$ cat config.mk
export PLATFORM = sky130hd
export DESIGN_NAME = fft_result_writeback
export DESIGN_NICKNAME = d
export VERILOG_FILES = /design/src/rtl/fft_result_writeback.sv
export SDC_FILE = /design/constraint.sdc
export NUM_CORES = 1
export LEC_CHECK = 0
export CAP_MARGIN = 20
export CORE_MARGIN = 2
export CORE_UTILIZATION = 61
export CTS_CLUSTER_DIAMETER = 30
export DETAILED_ROUTE_END_ITERATION = 6
export MAX_ROUTING_LAYER = met4
export PLACE_DENSITY = 0.85
export SYNTH_ARGS = -nofsm -noshare
export SYNTH_HDL_FRONTEND = slang
export SYNTH_SLANG_ARGS = --single-unit
$ cat constraint.sdc
create_clock -name clk -period 15.2 [get_ports clk]
set_clock_uncertainty 0.05 [all_clocks]
set_input_delay 3.04 -clock clk [delete_from_list [all_inputs] [get_ports clk]]
set_output_delay 3.04 -clock clk [all_outputs]
set_load 0.01 [all_outputs]
$ cat src/rtl/fft_result_writeback.sv
// Write-back stage for the long-range FFT memory controller: buffers parallel
// FFT result beats, attaches per-lane grid addresses and writes them to memory.
module fft_result_writeback #(
  parameter int DIMENSION       = 16,
  parameter int NUM_FFTS        = 4,
  parameter int DATA_REAL_WIDTH = 32,
  parameter int DATA_IMAG_WIDTH = 32
) (
  input  logic                                    clk,
  input  logic                                    rst,
  input  logic                                    start,
  input  logic [2:0]                              FFT_dim,
  input  logic                                    scale_en,
  input  logic                                    in_valid,
  output logic                                    in_ready,
  input  logic [NUM_FFTS*(DATA_REAL_WIDTH+1)-1:0] in_real,
  input  logic [NUM_FFTS*(DATA_IMAG_WIDTH+1)-1:0] in_imag,
  input  logic                                    mem_grant,
  output logic                                    wr_en,
  output logic [NUM_FFTS*3*$clog2(DIMENSION)-1:0] wr_addr,
  output logic [NUM_FFTS*(DATA_REAL_WIDTH+1)-1:0] wr_real,
  output logic [NUM_FFTS*(DATA_IMAG_WIDTH+1)-1:0] wr_imag,
  output logic                                    busy,
  output logic                                    done,
  output logic                                    dim_err
);

  localparam int LOG2D  = $clog2(DIMENSION);
  localparam int ADDR_W = 3 * LOG2D;
  localparam int RW     = DATA_REAL_WIDTH + 1;
  localparam int IW     = DATA_IMAG_WIDTH + 1;
  localparam int GROUPS = DIMENSION * DIMENSION / NUM_FFTS;
  localparam int GW     = (GROUPS > 1) ? $clog2(GROUPS) : 1;
  localparam int LW     = 2 * LOG2D;
  localparam int DEPTH  = 4;
  localparam int AV     = NUM_FFTS * ADDR_W;
  localparam int RV     = NUM_FFTS * RW;
  localparam int IV     = NUM_FFTS * IW;

  localparam logic [LOG2D-1:0] K_LAST = LOG2D'(DIMENSION - 1);
  localparam logic [GW-1:0]    G_LAST = GW'(GROUPS - 1);

  typedef enum logic [1:0] {S_IDLE, S_RUN, S_DRAIN} state_t;

  function automatic logic [RW-1:0] scale_real(input logic [RW-1:0] v, input logic en);
    logic signed [RW-1:0] s;
    s = v;
    s = s >>> LOG2D;
    return en ? $unsigned(s) : v;
  endfunction

  function automatic logic [IW-1:0] scale_imag(input logic [IW-1:0] v, input logic en);
    logic signed [IW-1:0] s;
    s = v;
    s = s >>> LOG2D;
    return en ? $unsigned(s) : v;
  endfunction

  // Line l = g*NUM_FFTS + lane splits into a (fast) and b (slow); the pass
  // direction decides which grid axis the sample index k walks along.
  function automatic logic [ADDR_W-1:0] lane_addr(input logic [2:0]       dim,
                                                  input logic [GW-1:0]    g,
                                                  input logic [LOG2D-1:0] k,
                                                  input int               lane);
    logic [LW-1:0]    l;
    logic [LOG2D-1:0] a;
    logic [LOG2D-1:0] b;
    l = LW'(int'(g) * NUM_FFTS + lane);
    a = l[LOG2D-1:0];
    b = l[LW-1:LOG2D];
    case (dim)
      3'b001:  lane_addr = {b, a, k};
      3'b010:  lane_addr = {b, k, a};
      default: lane_addr = {k, b, a};
    endcase
  endfunction

  state_t           state_q, state_d;
  logic [LOG2D-1:0] k_q, k_d;
  logic [GW-1:0]    g_q, g_d;
  logic [2:0]       dim_q, dim_d;
  logic             scale_q, scale_d;
  logic [1:0]       wptr_q, wptr_d;
  logic [1:0]       rptr_q, rptr_d;
  logic [2:0]       count_q, count_d;
  logic             out_vld_q, out_vld_d;
  logic [AV-1:0]    wr_addr_q, wr_addr_d;
  logic [RV-1:0]    wr_real_q, wr_real_d;
  logic [IV-1:0]    wr_imag_q, wr_imag_d;
  logic             done_q, done_d;
  logic             dim_err_q, dim_err_d;

  logic [AV-1:0]    fifo_addr_q [DEPTH];
  logic [RV-1:0]    fifo_real_q [DEPTH];
  logic [IV-1:0]    fifo_imag_q [DEPTH];

  logic [AV-1:0]    push_addr;
  logic [RV-1:0]    push_real;
  logic [IV-1:0]    push_imag;

  logic dim_ok;
  logic start_ok;
  logic accept;
  logic pop;
  logic last_beat;
  logic drain_empty;

  assign dim_ok      = (FFT_dim == 3'b001) || (FFT_dim == 3'b010) || (FFT_dim == 3'b100);
  assign start_ok    = (state_q == S_IDLE) && start && dim_ok;
  assign accept      = in_valid && in_ready;
  assign last_beat   = (k_q == K_LAST) && (g_q == G_LAST);
  assign pop         = (count_q != 3'd0) && (!out_vld_q || mem_grant);
  assign drain_empty = (count_q == 3'd0) && (!out_vld_q || mem_grant);

  always_ff @(posedge clk or negedge rst) begin
    if (!rst) state_q <= S_IDLE;
    else      state_q <= state_d;
  end

  always_comb begin
    state_d = state_q;
    case (state_q)
      S_IDLE:  if (start_ok) state_d = S_RUN;
      S_RUN:   if (accept && last_beat) state_d = S_DRAIN;
      S_DRAIN: if (drain_empty) state_d = S_IDLE;
      default: state_d = S_IDLE;
    endcase
  end

  // done is registered on the edge that retires the final write, so it
  // appears in the same cycle busy drops.
  always_comb begin
    in_ready  = (state_q == S_RUN) && (count_q < 3'(DEPTH));
    busy      = (state_q != S_IDLE);
    done_d    = (state_q == S_DRAIN) && drain_empty;
    dim_err_d = (state_q == S_IDLE) && start && !dim_ok;
  end

  always_comb begin
    k_d     = k_q;
    g_d     = g_q;
    dim_d   = dim_q;
    scale_d = scale_q;
    if (start_ok) begin
      k_d     = '0;
      g_d     = '0;
      dim_d   = FFT_dim;
      scale_d = scale_en;
    end else if (accept) begin
      if (k_q == K_LAST) begin
        k_d = '0;
        g_d = g_q + 1'b1;
      end else begin
        k_d = k_q + 1'b1;
      end
    end
  end

  always_comb begin
    push_addr = '0;
    push_real = '0;
    push_imag = '0;
    for (int i = 0; i < NUM_FFTS; i++) begin
      push_addr[i*ADDR_W +: ADDR_W] = lane_addr(dim_q, g_q, k_q, i);
      push_real[i*RW +: RW]         = scale_real(in_real[i*RW +: RW], scale_q);
      push_imag[i*IW +: IW]         = scale_imag(in_imag[i*IW +: IW], scale_q);
    end
  end

  always_comb begin
    wptr_d  = accept ? wptr_q + 2'd1 : wptr_q;
    rptr_d  = pop ? rptr_q + 2'd1 : rptr_q;
    count_d = count_q + 3'(accept) - 3'(pop);
  end

  // Output register refills from the FIFO head whenever it is empty or being
  // retired by a grant; otherwise it holds for the arbiter.
  always_comb begin
    out_vld_d = out_vld_q;
    wr_addr_d = wr_addr_q;
    wr_real_d = wr_real_q;
    wr_imag_d = wr_imag_q;
    if (pop) begin
      out_vld_d = 1'b1;
      wr_addr_d = fifo_addr_q[rptr_q];
      wr_real_d = fifo_real_q[rptr_q];
      wr_imag_d = fifo_imag_q[rptr_q];
    end else if (out_vld_q && mem_grant) begin
      out_vld_d = 1'b0;
    end
  end

  always_ff @(posedge clk or negedge rst) begin
    if (!rst) begin
      k_q       <= '0;
      g_q       <= '0;
      dim_q     <= 3'b001;
      scale_q   <= 1'b0;
      wptr_q    <= '0;
      rptr_q    <= '0;
      count_q   <= '0;
      out_vld_q <= 1'b0;
      wr_addr_q <= '0;
      wr_real_q <= '0;
      wr_imag_q <= '0;
      done_q    <= 1'b0;
      dim_err_q <= 1'b0;
    end else begin
      k_q       <= k_d;
      g_q       <= g_d;
      dim_q     <= dim_d;
      scale_q   <= scale_d;
      wptr_q    <= wptr_d;
      rptr_q    <= rptr_d;
      count_q   <= count_d;
      out_vld_q <= out_vld_d;
      wr_addr_q <= wr_addr_d;
      wr_real_q <= wr_real_d;
      wr_imag_q <= wr_imag_d;
      done_q    <= done_d;
      dim_err_q <= dim_err_d;
    end
  end

  always_ff @(posedge clk) begin
    if (accept) begin
      fifo_addr_q[wptr_q] <= push_addr;
      fifo_real_q[wptr_q] <= push_real;
      fifo_imag_q[wptr_q] <= push_imag;
    end
  end

  assign wr_en   = out_vld_q;
  assign wr_addr = wr_addr_q;
  assign wr_real = wr_real_q;
  assign wr_imag = wr_imag_q;
  assign done    = done_q;
  assign dim_err = dim_err_q;

endmodule
Word level (Yosys, flattened, before mapping)
Memory sizes are Yosys's and may differ from the RTL's. A register that Yosys moved wholly into a read port is not among the register bits.
Cells that the tools add are included.
{"block": "totals", "memories": 3, "ram_bits": 1248, "regBits": 26, "out_inout_bits": 317, "word_cells": 90}
{"block": "op_classes", "n_lt_le_gt_ge": 1, "addsub": 9, "reduce_logical": 28, "eq_ne": 12, "n_mux": 26}
{"memory": "fifo_imag_q", "words": 4, "width": 132, "read_ports": 1, "rd_ports_with_merged_regs": 1, "write_ports": 1, "line": "95", "rtl": "logic [IV-1:0] fifo_imag_q [DEPTH];"}
{"memory": "fifo_real_q", "words": 4, "width": 132, "read_ports": 1, "rd_ports_with_merged_regs": 1, "write_ports": 1, "line": "94", "rtl": "logic [RV-1:0] fifo_real_q [DEPTH];"}
{"memory": "fifo_addr_q", "words": 4, "width": 48, "read_ports": 1, "rd_ports_with_merged_regs": 1, "write_ports": 1, "line": "93", "rtl": "logic [AV-1:0] fifo_addr_q [DEPTH];"}
{"operator": "$mux W32", "n": 8}
{"operator": "$pmux W12 S2", "n": 4}
{"operator": "$mux W6", "n": 3}
{"operator": "$add A8 B2 Y8 const B", "n": 2}
{"operator": "$mux W4", "n": 3}
{"operator": "$logic_and A1 B1 Y1", "n": 11}
{"operator": "$add A8 B1 Y8 const B", "n": 1}
{"operator": "$reduce_bool A2 Y1", "n": 4}
{"operator": "$add A6 B1 Y6 const B", "n": 1}
{"operator": "$eq A3 B1 Y1 const B", "n": 2}
{"operator": "$eq A3 B2 Y1 const B", "n": 2}
{"operator": "$eq A6 B6 Y1 const B", "n": 1}
{"operator": "$mux W2", "n": 3}
{"operator": "$ne A2 B2 Y1 const B", "n": 3}
{"operator": "$pmux W2 S3", "n": 1}
{"operator": "$logic_not A1 Y1", "n": 5}
{"operator": "$add A2 B1 Y2 const B", "n": 2}
{"operator": "$add A4 B1 Y4 const B", "n": 1}
{"operator": "$eq A4 B4 Y1 const B", "n": 1}
{"operator": "$mux W1", "n": 4}
{"operator": "$add A3 B1 Y3", "n": 1}
{"operator": "$eq A3 B3 Y1 const B", "n": 1}
{"operator": "$logic_not A3 Y1", "n": 1}
{"operator": "$logic_or A1 B1 Y1", "n": 3}
{"operator": "other kinds (8)", "n": 8}

Logic depth before layout (Yosys ltp)
Gate-level depths: netlist of the first run.
{"block": "logic_depth", "depth_word": 6, "mapped_depth": 11, "depth_no_buf": 9}

Worst setup path after synthesis of the first run
No wires, ideal clock.
{"block": "synth_path", "path_kind": "input-to-reg", "from": "input in_valid", "to": "memory fifo_addr_q[0][13] (netlist name) (enable)", "setup_ns": 0.678, "path_stages": 4, "required_time_ns": 14.472, "setup_slack_ns": 4.423, "arrival_time_ns": 10.048, "n_path_buf": 2, "cell_sequence": "nor4bb_1 > buf_2 > buf_2 > and2_1"}
{"block": "synth_via", "elab_chain_len": 3}
{"element": "start: declaration", "line": "14", "rtl": "input logic in_valid,"}
{"element": "$logic_and A1 B1 Y1", "line": "110", "rtl": "assign accept = in_valid && in_ready;"}
{"element": "$mux W1", "line": "226", "rtl": "if (accept) begin"}
{"element": "$mux W1 (not written as such)", "line": "227", "rtl": "fifo_addr_q[wptr_q] <= push_addr;"}
{"element": "end: declaration", "line": "93"}
No other way between the ends.

Worst setup path in the final report of the first run
{"block": "layout_path", "from": "input mem_grant", "to": "register wr_real_q[86], in the netlist wr_real[86] (read register of fifo_real_q)"}
{"block": "layout_via", "elab_chain_len": 2}
{"element": "start: declaration", "line": "18", "rtl": "input logic mem_grant,"}
{"element": "$logic_or A1 B1 Y1", "line": "112", "rtl": "assign pop = (count_q != 3'd0) && (!out_vld_q || mem_grant);"}
{"element": "$logic_and A1 B1 Y1", "line": "112"}
{"element": "end: declaration", "line": "88", "rtl": "logic [RV-1:0] wr_real_q, wr_real_d;"}
No other way between the ends.
A chain may end at the register's enable or synchronous reset.

==> results.toml, run 1 <==
[routing]
drc = 0
wl_microns = 139700
drt_iter0_markers = 2808
wl_per_cell_microns = 29.98
vias_per_cell = 6.253
firstDrtPassIters = 7
vias = 29134
postRouteAntennaNets = 0

[final_layout]
final_area_sq_um = 70510
nets = 3543
fin_cells = 4659
area_growth_pct = 26.32
drive_gt1_share_pct = 35.79

[clocking]
cts.clk_slew.worst_paths_ns = 0.05
clkLatencyLatePin_ns = 0.79
clock_path_buffers = 3
ctsResizeCount = 0
cts_tree = "built"
postCtsSetupBuffers = 0
clock-sinks = 1426
htree_levels = 4
root_buffer = "clkbuf_16"
cts_buffers = 227
hold_buffers = 0

[synthesis]
async_reset_ff_share_pct = 21.46
synth_xor_area_share_pct = 0.2040
syn-num-nets = 2857
synth_compound_area_share_pct = 0.5761
yosys.area_share.simple_pct = 0.6545
postSynthCellCount = 2575
synth_area_sq_um = 55820
yosysUniqueCellTypes = 48
ys_seq_elements = 1426
ys_warn_count = 0
synth_top_family_by_area = "multiplexers"
ys.flop_type = "edfxtp_1"
synth_edf_count = 1120
syn_area_per_cell_sq_um = 21.68
seq_area_frac_synth_pct = 73.97
synthAdderAreaFrac_pct = 0.2152
muxShareOfSynthArea_pct = 22.13

[critical_path]
cp_slowest_stage_delay_ns = 0.86
path_class = "in2reg"
cp.required_ns = 15.80
cp-end-kind = "flip-flop"
worst-endpoint-arrival_ns = 6.72
startpoint_type = "input pin"
crit_path_frequent_cell = "buf_4"
slowest_stage = "buf_4"
r2r_slack_ns = 10.75
cp_cell_sequence = "clkdlybuf4s50_1, inv_1, a21oi_4, buf_4, buf_4, buf_4, mux2_2"
crit_fanout = 64

[power_and_ir_drop]
intPower_mw = 10.59
power.density_nw_per_um2 = 211.0
netSwitchingFraction_pct = 28.81
seq_power_share_pct = 38.4
power_frac_clock_pct = 35.4
power_leakage_nw = 24.69
power_switching_mw = 4.286
pwr-share-comb_pct = 26.2
peakVddDrop_mv = 0.1483

[floorplanning]
die_h_microns = 306.5
rows = 110
die_width_microns = 306.5
start_util_pct = 61.83
io_pins = 590
die-area_sq_um = 93950
core_sq_um = 90290

[grt]
met2_usage_pct = 48.84
gr-usage-met3_pct = 6.782
antenna_found_initial = 18
grt_start_max_net_pins = 154
grt_util_met1_pct = 38.83
busiest_layer = "met2"
first_global_vias = 31196
grt_usage_pct = 30.79
grt_pass1_wl_microns = 204400
grt_overflow = 0

[placement]
dpl.cell_count = 4205
placed_cell_area_sq_um = 62420
pre_cts_slack_ns = 8.446
gp_congestion = 0.8241
io_buffers = 589
dp_hpwl_microns = 78360

[sta]
setup_viol_count_final = 0
tns_ns = 0
whs_ns = 0.4532
rsz0062_at_grt = "false"
fin_crit_sh_pct = 40.22
slew_headroom_pct = 23.72
min_period_ns = 6.114
final_hold_viol_count = 0
finalMaxSlewViolations = 0
maxClockFrequency_mhz = 163.6
worst-slew-pin-transition_ns = 1.144
fin_ws_ns = 9.086

[flow_run]
max-cap-violations = 0

[hold_path]
hold_path_class = "reg2reg"

[status]
status = "complete, no violations"
==> state kept, by name (all words and copies together), names as in the netlist, 3 cells and up <==
name and flops:
fifo_imag_q 528, g_q 6, fifo_real_q 528, wr_real 132
count_q 3, wr_addr 16, dim_q 3, wr_imag 132
k_q 4, fifo_addr_q 64
==> worst paths after layout <==
| kind | from | to | depth (start not counted) |
|---|---|---|---|
| min in group asynchronous | rst | wr_imag[51] | 1 |
| worst max register to register | rptr_q[0] | wr_real[131] | 6 |
| worst min register to register | wr_real[99] | wr_real[99] | 1 |
| max in group asynchronous | rst | scale_q | 3 |
| worst max-delay path | mem_grant | wr_real[86] | 7 |
| worst min-delay path | wr_real[99] | wr_real[99] | 1 |
==> cell type report <==
| class | count | area (sq um) |
|---|---|---|
| well taps | 1176 | 1471 |
| flip-flops and latches | 1426 | 41300 |
| clock inverters | 180 | 2051 |
| repair buffers | 619 | 6274 |
| diodes | 16 | 40.04 |
| multi-input cells | 945 | 13300 |
| fillers | 4268 | 19770 |
| inverters | 42 | 157.7 |
| clock buffers | 255 | 5918 |
==> critical path, delay by kind of cell <==
kind / cells / cell delay [ns]
buf+inv: 5 / 2.80
mux: 1 / 0.43
compound gates: 1 / 0.14
==> Yosys cell counts, types with 4 or more instances <==
| master | count | share of area (%) |
|---|---|---|
| a21oi_1 | 8 | 0.072 |
| and2_1 | 4 | 0.045 |
| and3_1 | 4 | 0.045 |
| buf_1 | 10 | 0.067 |
| buf_2 | 52 | 0.47 |
| buf_4 | 43 | 0.58 |
| buf_6 | 29 | 0.59 |
| clkbuf_1 | 25 | 0.17 |
| dfrtp_1 | 305 | 14 |
| edfxtp_1 | 1120 | 60 |
| ha_1 | 8 | 0.18 |
| inv_1 | 42 | 0.28 |
| mux2_2 | 445 | 9.0 |
| mux2_4 | 67 | 1.8 |
| mux4_2 | 278 | 11 |
| nand2_1 | 22 | 0.15 |
| nand4_1 | 4 | 0.045 |
| nor2_1 | 13 | 0.087 |
| nor2b_1 | 4 | 0.045 |
| o21ai_0 | 39 | 0.35 |
| xnor2_1 | 5 | 0.078 |
| xor2_1 | 8 | 0.13 |
==> power by group through the flow <==
stage               logic [mW]  clock network [mW]  registers (mW)
floorplan                 2.30                   0            5.76
global placement          3.73                   0            5.67
detailed placement        3.82                   0            5.72
CTS                       3.92                5.31            5.70
global route              4.10                5.49            5.77
finish                    3.90                5.27            5.71
==> cell families (layout without fill, tap and decap cells) <==
logic type	count (synthesis)	after routing
AO/OA/AOI/OAI	58	58
XOR/XNOR	13	13
adder cells (fa/ha/maj)	9	9
buffers and inverters	204	1096
flip-flops	1426	1426
multiplexers	794	794
other	0	16
AND/OR/NAND/NOR	71	71
==> metal layers <==
layer,part of all wire (%),up-vias
met5,0,-
met4,4.2,0
met3,8.0,325
met2,51,1603
met1,37,15371
li1,-,11835
==> per-stage QoR <==
stage	util, %	total power [mW]
2_1_floorplan	-	8.062
3_3_place_gp	69.14	9.400
3_5_place_dp	69.14	9.546
4_1_cts	77.96	14.93
5_1_grt	78.10	15.35
6_report	78.10	14.88
==> placed cells by master (no fill, tap or decap), types with 3 or more instances in the layout <==
| cell type | synthesis | layout |
|---|---|---|
| edfxtp_1 | 1120 | 1120 |
| clkdlybuf4s50_1 | 0 | 588 |
| mux2_2 | 445 | 445 |
| dfrtp_1 | 305 | 302 |
| mux4_2 | 278 | 278 |
| clkbuf_16 | 0 | 229 |
| mux2_4 | 67 | 67 |
| inv_1 | 42 | 42 |
| o21ai_0 | 39 | 39 |
| clkinvlp_4 | 0 | 34 |
| clkinv_2 | 0 | 30 |
| inv_6 | 0 | 29 |
| clkinv_4 | 0 | 28 |
| bufinv_16 | 0 | 26 |
| nand2_1 | 22 | 22 |
| buf_4 | 43 | 20 |
| clkbuf_1 | 25 | 17 |
| diode_2 | 0 | 16 |
| nor2_1 | 13 | 13 |
| clkinv_1 | 0 | 13 |
| clkbuf_8 | 0 | 9 |
| inv_8 | 0 | 9 |
| xor2_1 | 8 | 8 |
| ha_1 | 8 | 8 |
| a21oi_1 | 8 | 7 |
| buf_12 | 3 | 7 |
| xnor2_1 | 5 | 5 |
| nor2b_1 | 4 | 4 |
| and3_1 | 4 | 4 |
| and2_4 | 0 | 4 |
| nand4_1 | 4 | 4 |
| inv_16 | 0 | 4 |
| or2_2 | 3 | 3 |
| nand2b_1 | 3 | 3 |
| nor3_1 | 3 | 3 |
| nand3_1 | 3 | 3 |
| clkinv_16 | 0 | 3 |
| buf_16 | 0 | 3 |
| dfrtp_4 | 0 | 3 |
(Power assumes the default switching activity.)
==> inputs of run 2 (changes only) <==
--- a/config.mk
+++ b/config.mk
@@ -7,11 +7,11 @@
 export LEC_CHECK = 0
 export CAP_MARGIN = 20
 export CORE_MARGIN = 2
-export CORE_UTILIZATION = 61
+export CORE_UTILIZATION = 51
 export CTS_CLUSTER_DIAMETER = 30
 export DETAILED_ROUTE_END_ITERATION = 6
 export MAX_ROUTING_LAYER = met4
-export PLACE_DENSITY = 0.85
+export PLACE_DENSITY = 0.76
 export SYNTH_ARGS = -nofsm -noshare
 export SYNTH_HDL_FRONTEND = slang
 export SYNTH_SLANG_ARGS = --single-unit
==> constraint.sdc (replaced) <==
create_clock -name clk -period 5.1 [get_ports clk]
set_clock_uncertainty 0.05 [all_clocks]
set_input_delay 1.02 -clock clk [delete_from_list [all_inputs] [get_ports clk]]
set_output_delay 1.02 -clock clk [all_outputs]
set_load 0.01 [all_outputs]
==> results.toml, run 2 (same netlist as run 1, synthesis figures left out) <==
[status]
status = "complete, no violations"

[routing]
wl_microns = 138000
firstDrtPassIters = 5
vias = 28623
drt_iter0_markers = 2757
wl_per_cell_microns = 27.72
drc = 0
vias_per_cell = 5.750
postRouteAntennaNets = 0

[final_layout]
largestRegisters = "fifo_imag_q x528, fifo_real_q x528"
area_growth_pct = 30.27
nFillCells = 6769
nets = 3628
utilization_pct = 66.90
fin_cells = 4978
layout_commonest_cell = "edfxtp_1"
final_area_sq_um = 72720
most-common-layout-cells = "edfxtp_1 (1120), clkdlybuf4s50_1 (588), mux2_2 (445), dfrtp_1 (302), clkbuf_16 (287)"
drive_gt1_share_pct = 37.04

[sta]
fin_crit_sh_pct = 62.55
min_period_ns = 3.190
final_hold_viol_count = 0
setup_viol_count_final = 0
slew_headroom_pct = 24.50
rsz0062_at_grt = "false"
maxClockFrequency_mhz = 313.5
worst-slew-pin-transition_ns = 1.133
finalMaxSlewViolations = 0

[clocking]
cts_buffers = 283
clock_path_buffers = 4
clock-sinks = 1426
clkLatencyLatePin_ns = 0.86
hold_buffers = 0
htree_levels = 5
cts_tree = "built"
root_buffer = "clkbuf_16"
postCtsSetupBuffers = 0
ctsResizeCount = 0
cts.clk_slew.worst_paths_ns = 0.05

[placement]
dp_hpwl_microns = 84910
gp_congestion = 0.8318
io_buffers = 589
placed_cell_area_sq_um = 63280
dpl.cell_count = 4474

[floorplanning]
core_sq_um = 108700
die-area_sq_um = 112100
die_width_microns = 334.8
rows = 121
start_util_pct = 51.35
io_pins = 590
die_h_microns = 334.8

[critical_path]
cp-end-kind = "output port"
cp_slowest_stage_delay_ns = 0.56
cp_cell_sequence = "nand2b_1, nor2_1, clkdlybuf4s50_1"
slowest_stage = "clkdlybuf4s50_1"
startpoint_type = "flip-flop"
path_class = "reg2out"
crit_fanout = 7
cp.required_ns = 4.03
worst-endpoint-arrival_ns = 2.12

[grt]
grt_pass1_wl_microns = 203600
first_global_vias = 31129
grt_overflow = 0
antenna_found_initial = 8
grt_usage_pct = 25.39
grt_start_max_net_pins = 124

[power_and_ir_drop]
power.density_nw_per_um2 = 642.1
power_leakage_nw = 25.64
peakVddDrop_mv = 0.4992
finalPower_mw = 46.69

[flow_run]
max-cap-violations = 0

[hold_path]
hold_path_class = "in2async"
## run 2: cell count changes in the layout (fill, tap and decap cells not counted), sizes merged
cell      before  now
clkbuf       255  344
buf           31   60
clkinv        76   59
diode         16    6
inv           86   80
clkinvlp      34   29
bufinv        26   27
## run 2: per-layer routing
layer	routed length, microns	GRT usage, %
met1	54010	32.26
met2	69580	40.43
met4	4400	9.570
met3	10020	5.569
met5	0	-
## run 2: where the power goes
group / switching (mW) / internal [mW]
Clock: 5.97 / 12.1
Sequential: 1.46 / 15.3
Combinational: 5.31 / 6.60
## run 2: path summary, 6_finish.rpt
path / from / to / slack (ns) / cells after the start
max: state_q[1] / in_ready / 1.91 / 3
min: rst / wr_real[86] / 0.12 / 1
max reg2reg: state_q[1] / fifo_imag_q[0][70] / 2.13 / 3
min reg2reg: wr_imag[127] / wr_imag[127] / 0.45 / 1
max in group asynchronous: rst / wr_real[34] / 3.72 / 2
min in group clk: wr_imag[127] / wr_imag[127] / 0.45 / 1
## run 2: final cells by class
type	count	area (sq um)	share of cell area, %
Sequential cell	1426	41300	56.80
Multi-Input combinational cell	945	13300	18.29
Clock buffer	344	7646	10.51
Timing Repair Buffer	648	6777	9.319
Tap cell	1414	1769	2.433
Clock inverter	153	1753	2.411
Inverter	42	157.7	0.2168
Antenna cell	6	15.01	0.02065
## run 2: through the flow
step                      TNS (ns)  hold WS (ns)  setup WS (ns)
after floorplan            -539.38        0.4293        -0.4816
final                            0        0.1174          1.910
after detailed placement         0        0.4453          1.125
after global placement           0        0.4398          1.249
after global routing             0        0.1264          1.794
after CTS                        0       0.09268          1.843
## run 2: critical path, delay by kind of cell, from the launching register on
family,cells,cell delay (ns)
flops,1,0.44
simple gates,2,0.30
buf+inv,1,0.56
